File: src/rtl/requant_pool_unit_pkg.sv
// rpu_pkg: shared types and helpers for the requant/pool unit.
package rpu_pkg;
    typedef enum logic [1:0] {PM_BYPASS = 2'd0, PM_MAX = 2'd1, PM_AVG = 2'd2, PM_RSVD = 2'd3} pool_mode_e;
    typedef enum logic [1:0] {IDLE, RUN, DRAIN} state_e;
    localparam int OUT_W_DEF = 8;
    localparam int POOL_W = OUT_W_DEF + 2;
    function automatic logic signed [63:0] sat_to_out(input logic signed [63:0] v, input int w);
        logic signed [63:0] hi;
        logic signed [63:0] lo;
        hi = (64'sd1 <<< (w - 1)) - 64'sd1;
        lo = -hi - 64'sd1;
        return v > hi ? hi : v < lo ? lo : v;
    endfunction
endpackage

File: src/rtl/requant_pool_unit_lane.sv
// requant_lane: bias add + round-half-up shift (stage 1), relu + saturate (stage 2).
module requant_lane
    import rpu_pkg::*;
#(
    parameter int ACC_W   = 32,
    parameter int OUT_W   = 8,
    parameter int SHIFT_W = 5
) (
    input  logic                     clk,
    input  logic                     rst_n,
    input  logic signed [ACC_W-1:0]  acc,
    input  logic signed [ACC_W-1:0]  bias,
    input  logic [SHIFT_W-1:0]       shift,
    input  logic                     relu,
    output logic signed [OUT_W-1:0]  q
);
    logic signed [ACC_W+1:0] sum, inc, rnd, s1, r;
    // one guard bit above the exact ACC_W+1 sum keeps the rounding add from overflowing
    always_comb begin
        sum = (ACC_W+2)'(acc) + (ACC_W+2)'(bias);
        inc = shift == '0 ? '0 : (ACC_W+2)'(1) <<< (shift - 1'b1);
        rnd = (sum + inc) >>> shift;
        r   = relu && s1 < 0 ? '0 : s1;
    end
    always_ff @(posedge clk or negedge rst_n) begin
        if (!rst_n) begin
            s1 <= '0;
            q  <= '0;
        end else begin
            s1 <= rnd;
            q  <= OUT_W'(sat_to_out(64'(r), OUT_W));
        end
    end
endmodule

File: src/rtl/requant_pool_unit.sv
// requant_pool_unit: per-lane requantisation followed by optional 2x2 max/avg pooling,
// driven one frame at a time by a small IDLE/RUN/DRAIN controller.
module requant_pool_unit
    import rpu_pkg::*;
#(
    parameter int CH         = 1,
    parameter int ACC_W      = 32,
    parameter int OUT_W      = 8,
    parameter int MAP_WIDTH  = 28,
    parameter int MAP_HEIGHT = 28,
    parameter int SHIFT_W    = 5
) (
    input  logic                  clk,
    input  logic                  rst_n,
    input  logic                  start,
    input  logic [SHIFT_W-1:0]    cfg_shift,
    input  logic                  cfg_relu,
    input  logic [1:0]            cfg_pool_mode,
    input  logic [CH*ACC_W-1:0]   cfg_bias,
    input  logic                  valid_in,
    input  logic [CH*ACC_W-1:0]   acc_in,
    output logic                  valid_out,
    output logic [CH*OUT_W-1:0]   pixel_out,
    output logic                  busy,
    output logic                  frame_done,
    output logic                  err_overrun
);
    localparam int N   = MAP_WIDTH * MAP_HEIGHT;
    localparam int CW  = $clog2(MAP_WIDTH);
    localparam int RW  = $clog2(MAP_HEIGHT);
    localparam int NW  = $clog2(N + 1);
    localparam int PW  = POOL_W - OUT_W_DEF + OUT_W;
    localparam int LBN = MAP_WIDTH / 2;
    state_e state, state_n;
    logic [SHIFT_W-1:0] shift_q;
    logic relu_q;
    pool_mode_e mode_q;
    logic [CH*ACC_W-1:0] bias_q;
    logic [NW-1:0] in_cnt;
    logic [CW-1:0] col;
    logic [RW-1:0] row;
    logic v1, v2, v3, last3, take, accept, pool, last2, win_end, done;
    always_comb begin
        take       = state == IDLE && start;
        accept     = state == RUN && valid_in;
        pool       = mode_q == PM_MAX || mode_q == PM_AVG;
        last2      = v2 && col == CW'(MAP_WIDTH - 1) && row == RW'(MAP_HEIGHT - 1);
        win_end    = v2 && col[0] && row[0];
        done       = pool ? v3 && last3 : last2;
        valid_out  = pool ? v3 : v2;
        frame_done = done;
        busy       = state != IDLE;
        state_n    = state;
        if (take)
            state_n = RUN;
        else if (accept && in_cnt == NW'(N - 1))
            state_n = DRAIN;
        else if (state == DRAIN && done)
            state_n = IDLE;
    end
    always_ff @(posedge clk or negedge rst_n) begin
        if (!rst_n) begin
            state       <= IDLE;
            shift_q     <= '0;
            relu_q      <= 1'b0;
            mode_q      <= PM_BYPASS;
            bias_q      <= '0;
            in_cnt      <= '0;
            col         <= '0;
            row         <= '0;
            v1          <= 1'b0;
            v2          <= 1'b0;
            v3          <= 1'b0;
            last3       <= 1'b0;
            err_overrun <= 1'b0;
        end else begin
            state <= state_n;
            v1    <= accept;
            v2    <= v1;
            v3    <= win_end && pool;
            last3 <= last2;
            if (take) begin
                shift_q     <= cfg_shift;
                relu_q      <= cfg_relu;
                mode_q      <= pool_mode_e'(cfg_pool_mode);
                bias_q      <= cfg_bias;
                in_cnt      <= '0;
                col         <= '0;
                row         <= '0;
                err_overrun <= 1'b0;
            end else begin
                if (valid_in && state != RUN)
                    err_overrun <= 1'b1;
                if (accept)
                    in_cnt <= in_cnt + NW'(1);
                else if (done)
                    in_cnt <= '0;
                if (v2) begin
                    col <= col == CW'(MAP_WIDTH - 1) ? '0 : col + CW'(1);
                    if (col == CW'(MAP_WIDTH - 1))
                        row <= row == RW'(MAP_HEIGHT - 1) ? '0 : row + RW'(1);
                end
            end
        end
    end
    for (genvar g = 0; g < CH; g++) begin : gen_lane
        logic signed [OUT_W-1:0] q2, hold, wmax, res, pool_q;
        logic signed [OUT_W:0] pair, ent;
        logic signed [OUT_W:0] lb [LBN];
        logic signed [PW-1:0] wsum;
        requant_lane #(.ACC_W(ACC_W), .OUT_W(OUT_W), .SHIFT_W(SHIFT_W)) u_lane (
            .clk   (clk),
            .rst_n (rst_n),
            .acc   (acc_in[g*ACC_W +: ACC_W]),
            .bias  (bias_q[g*ACC_W +: ACC_W]),
            .shift (shift_q),
            .relu  (relu_q),
            .q     (q2)
        );
        // even rows fold their horizontal pair into lb; odd rows combine with it
        always_comb begin
            pair = mode_q == PM_MAX ? (OUT_W+1)'(q2 > hold ? q2 : hold) : (OUT_W+1)'(q2) + (OUT_W+1)'(hold);
            ent  = lb[col[CW-1:1]];
            wmax = OUT_W'(pair > ent ? pair : ent);
            wsum = PW'(pair) + PW'(ent);
            res  = mode_q == PM_MAX ? wmax : OUT_W'(wsum >>> 2);
        end
        always_ff @(posedge clk) begin
            if (v2 && !col[0])
                hold <= q2;
            if (v2 && col[0] && !row[0])
                lb[col[CW-1:1]] <= pair;
        end
        always_ff @(posedge clk or negedge rst_n) begin
            if (!rst_n)
                pool_q <= '0;
            else if (win_end)
                pool_q <= res;
        end
        assign pixel_out[g*OUT_W +: OUT_W] = pool ? pool_q : q2;
    end
endmodule

File: config.mk
export PLATFORM = sky130hd
export DESIGN_NAME = requant_pool_unit
export DESIGN_NICKNAME = d
export VERILOG_FILES = /design/src/rtl/requant_pool_unit_pkg.sv /design/src/rtl/requant_pool_unit_lane.sv /design/src/rtl/requant_pool_unit.sv
export SDC_FILE = /design/constraint.sdc
export NUM_CORES = 1
export LEC_CHECK = 0
export BUFFER_PORTS_ARGS = -buffer_cell sky130_fd_sc_hd__buf_4
export CAP_MARGIN = 20
export CORE_AREA = 2 2 159 177
export CTS_BUF_LIST = sky130_fd_sc_hd__clkbuf_16
export DETAILED_ROUTE_END_ITERATION = 10
export DIE_AREA = 0 0 161 179
export HOLD_SLACK_MARGIN = 0.15
export PLACE_DENSITY_LB_ADDON = 0.15
export SETUP_SLACK_MARGIN = 0.2
export SYNTH_ARGS = -nofsm -noshare
export SYNTH_HDL_FRONTEND = slang
export SYNTH_HIERARCHICAL = 1
export SYNTH_SLANG_ARGS = --single-unit
File: constraint.sdc
create_clock -name clk -period 8.2 [get_ports clk]
set_input_delay 0.41 -clock clk [delete_from_list [all_inputs] [get_ports clk]]
set_output_delay 0.41 -clock clk [all_outputs]
set_load 0.03 [all_outputs]
==> key figures <==
Outcome
  – Outcome: finished clean

Synthesis
  – Seq/Total Area, Yosys: 40.0%
  – Yosys top cell by area: edfxtp_1
  – Avg Cell Area, Syn: 10.5 um^2
  – Post-synthesis register bit count: 251
  – Cell variety after synth: 112
  – Post-synth EDFFs: 134
  – Post-synth ARST share: a little under half
  – Top FF cell, synth: edfxtp_1
  – Leading post-synthesis cells by cell area: edfxtp_1 (23%), dfrtp_1 (17%), mux4_2 (5.4%), ha_1 (5.1%), mux2_2 (4.9%)
  – Syn. warnings: 6
  – Top cell type's share of synthesized area: 23.2%
  – Mapped Cells: 1658
  – Synthesized area: 17400 um^2

Global routing
  – GRT Overall Usage: 35.9%
  – First-pass GRT wire length: 79100 um
  – Total grt overflow: 0
  – Largest net degree at the start of global routing: 65
  – Initial antenna violation count: 0
  – Number of global-route vias before repair: between 10000 and 15000

Timing
  – Tightest Pin Transition: 1.02 ns
  – Post-Route Skew: 0.0298 ns
  – Max Clk Rate: 151 MHz
  – Final period utilization: between 80 and 90%
  – RSZ-0062 raised after global routing: no
  – Sum Neg Setup Slack: 0 ns
  – Final min period: 6.64 ns
  – Final setup viols: 0
  – Final Hold Fails: 0
  – Slew Viols, Final: 0
  – Max_slew headroom: 32.0%

Place
  – Final HPWL DP: 38200 um
  – GP Congestion: 1.02
  – Number of port buffers: 87

Clocking
  – CTS Root Cell: clkbuf_16
  – Maximum buffer depth of the clock tree: 3
  – CTS clock-pin slew for the worst setup and hold paths: 0.06 ns
  – Total CTS buffers: 26
  – Sink Count: between 200 and 300
  – Worst skew pair latency: 0.55 ns
  – Post-cts gate resize count: 0
  – CTS tree: done
  – H-tree Lvls: 1

Finish
  – Final net count: 1933
  – Commonest non-fill, non-tap cell in the layout: nor2_1
  – Layout cell share with drive strength beyond 1: 18.9%
  – Multi-input gate area: roughly 9600 um^2
  – FF/Latch Area: approximately 7000 um^2
  – Filler cells: 1945
  – Synthesis-to-finish area growth: 12.5%
  – Most frequent cells in the layout: nor2_1 (138), edfxtp_1 (134), nand2_1 (129), dfrtp_1 (115), buf_4 (113)
  – Core Util, Final: 71.7%

Power and ir drop
  – Maximum vdd ir drop: ~170 uV
  – Leakage power: 7.99 nW
  – Sw frac: 33.7%
  – Clock power share: 30.2%
  – Gate power share: 32.1%
  – Power share of the sequential group: a little under two fifths
  – Sw power: 1.36 mW
  – PD cells: 207 nW/um^2
  – Tot Pwr: 4.04 mW
  – Int Pwr: 2.68 mW

Floorplan
  – Core Region: 27200 um^2
  – Row cnt: 64
  – Die height: 179 um
  – DIE AREA: between 20000 and 30000 um^2
  – I/O pin cnt: 88
  – Initial core utilization: 63.8%
  – Die Span X: approximately 160 um

Setup path
  – Reg2reg path depth: 18
  – Setup CP Type: reg2reg
  – Arrival @ worst endpoint: 7.09 ns
  – CP Launch Type: register
  – Critical Path RT: 8.65 ns
  – Max FO, Critical Path: 45
  – CP Capture Type: register

Routing
  – Drt first pass iters: 7
  – Routed wire length: ~52000 um
  – WL/cell: 24.3 um
  – Avg Vias per Cell: roughly 6.7
  – Iter 0 DRT Violations: approximately 1600
  – DRC errors left: 0
  – Vias: 14340
  – Final antenna-violating net count: 0

Min path
  – Hold Crit Class: in2reg
  – Hold Crit Depth: 3

Run
  – Max Cap Violations: 0
-- sequential cells by signal (all words and copies together), names as in the netlist --
register and cells:
gen_lane.lb 126, gen_lane.u_lane/s1 34, bias_q 32, in_cnt 10, gen_lane.hold 8, gen_lane.pool_q 8
gen_lane.u_lane/q 8, col 5, row 5, shift_q 5, mode_q 2, state 2
err_overrun 1, last3 1, relu_q 1, v1 1, v2 1, v3 1
-- critical path, stage by stage (launching register included) --
cell	delay, ns
dfrtp_2	0.59
buf_4	0.51
clkinv_1	0.17
buf_4	0.24
nand2_1	0.44
nor2_1	0.17
fa_1	0.46
ha_1	0.25
fa_1	0.41
a21o_1	0.25
a221oi_2	0.36
or3_1	0.34
nand2_1	0.09
a311oi_1	0.59
o311ai_0	0.25
a2111oi_0	0.88
buf_4	0.26
a211oi_1	0.05
o22ai_1	0.21
-- metrics by stage --
stage	cells	setup WS [ns]	area [um^2]	hold slack, ns
final	2135	1.56	19500	0.163
after global routing	2134	1.26	19500	0.211
after CTS	2132	1.75	19500	0.154
after detailed placement	2043	1.81	18200	0.343
after global placement	2043	1.77	18200	0.335
after floorplan	1659	2.90	17400	0.114
-- synth_stat cells (all sizes together), types with 9 or more instances --
cell    instances
nor2          139
edfxtp        134
nand2         130
dfrtp         117
a21oi          94
inv            94
o21ai          84
mux2           79
ha             71
clkbuf         47
mux2i          47
buf            43
mux4           42
nand3          42
nor3           38
fa             35
nand4          32
a21o           26
xnor2          24
a211oi         23
or3            19
and3           17
o211ai         17
o22ai          17
nor4           15
a31oi          14
nand2b         14
xor2           14
a22oi          12
nor2b          11
o21a           11
or2            11
o221ai         10
a221oi          9
-- routing by layer --
| layer | part of all wire, % | GRT usage (%) | wire (um) |
|---|---|---|---|
| met1 | 37 | 42.9 | 19000 |
| met2 | 51 | 64.5 | 26500 |
| met3 | 6.8 | 4.90 | 3530 |
| met4 | 5.5 | 17.4 | 2840 |
| met5 | 0 | 0 | 0 |
-- logic make-up after synthesis --
| kind of cell | Yosys count | synth area share, % |
|---|---|---|
| AND/OR/NAND/NOR | 506 | 14.6 |
| adder cells (fa/ha/maj) | 106 | 9.15 |
| XOR/XNOR | 38 | 1.92 |
| buffers and inverters | 187 | 4.73 |
| flip-flops | 251 | 40.0 |
| AO/OA/AOI/OAI | 401 | 16.3 |
| multiplexers | 168 | 13.3 |
| other | 1 | 0.0216 |
-- path summary, 6_finish.rpt --
path                            start                         to  slack (ns)
setup / recovery           shift_q[0]  gen_lane[0].u_lane/s1[13]        1.56
hold / removal               valid_in                err_overrun        0.16
setup reg to reg           shift_q[0]  gen_lane[0].u_lane/s1[13]        1.56
hold reg to reg                    v1                         v2        0.35
max in group asynchronous       rst_n                     col[1]        6.37
min in group asynchronous       rst_n      gen_lane[0].pool_q[0]        0.47
-- layout make-up --
type,count,share of cell area (%)
Multi-Input combinational cell,1221,49.2
Clock buffer,28,3.59
Sequential cell,251,35.6
Inverter,96,1.84
Timing Repair Buffer,155,6.51
Antenna cell,1,0.0128
Tap cell,363,2.33
Clock inverter,20,0.929
-- power groups by stage --
stage	Clock [mW]	Combinational [mW]	Sequential [mW]
after floorplan	0	0.884	1.52
after global placement	0	1.22	1.55
after detailed placement	0	1.25	1.55
after CTS	1.23	1.27	1.53
after global routing	1.28	1.39	1.53
final	1.22	1.30	1.53
-- what timing repair did --
item                      CTS  global route
setup buffers               0             0
hold endpoints to repair  103             0
hold buffers               41             0
No activity file was read; power rests on OpenSTA's default activity.
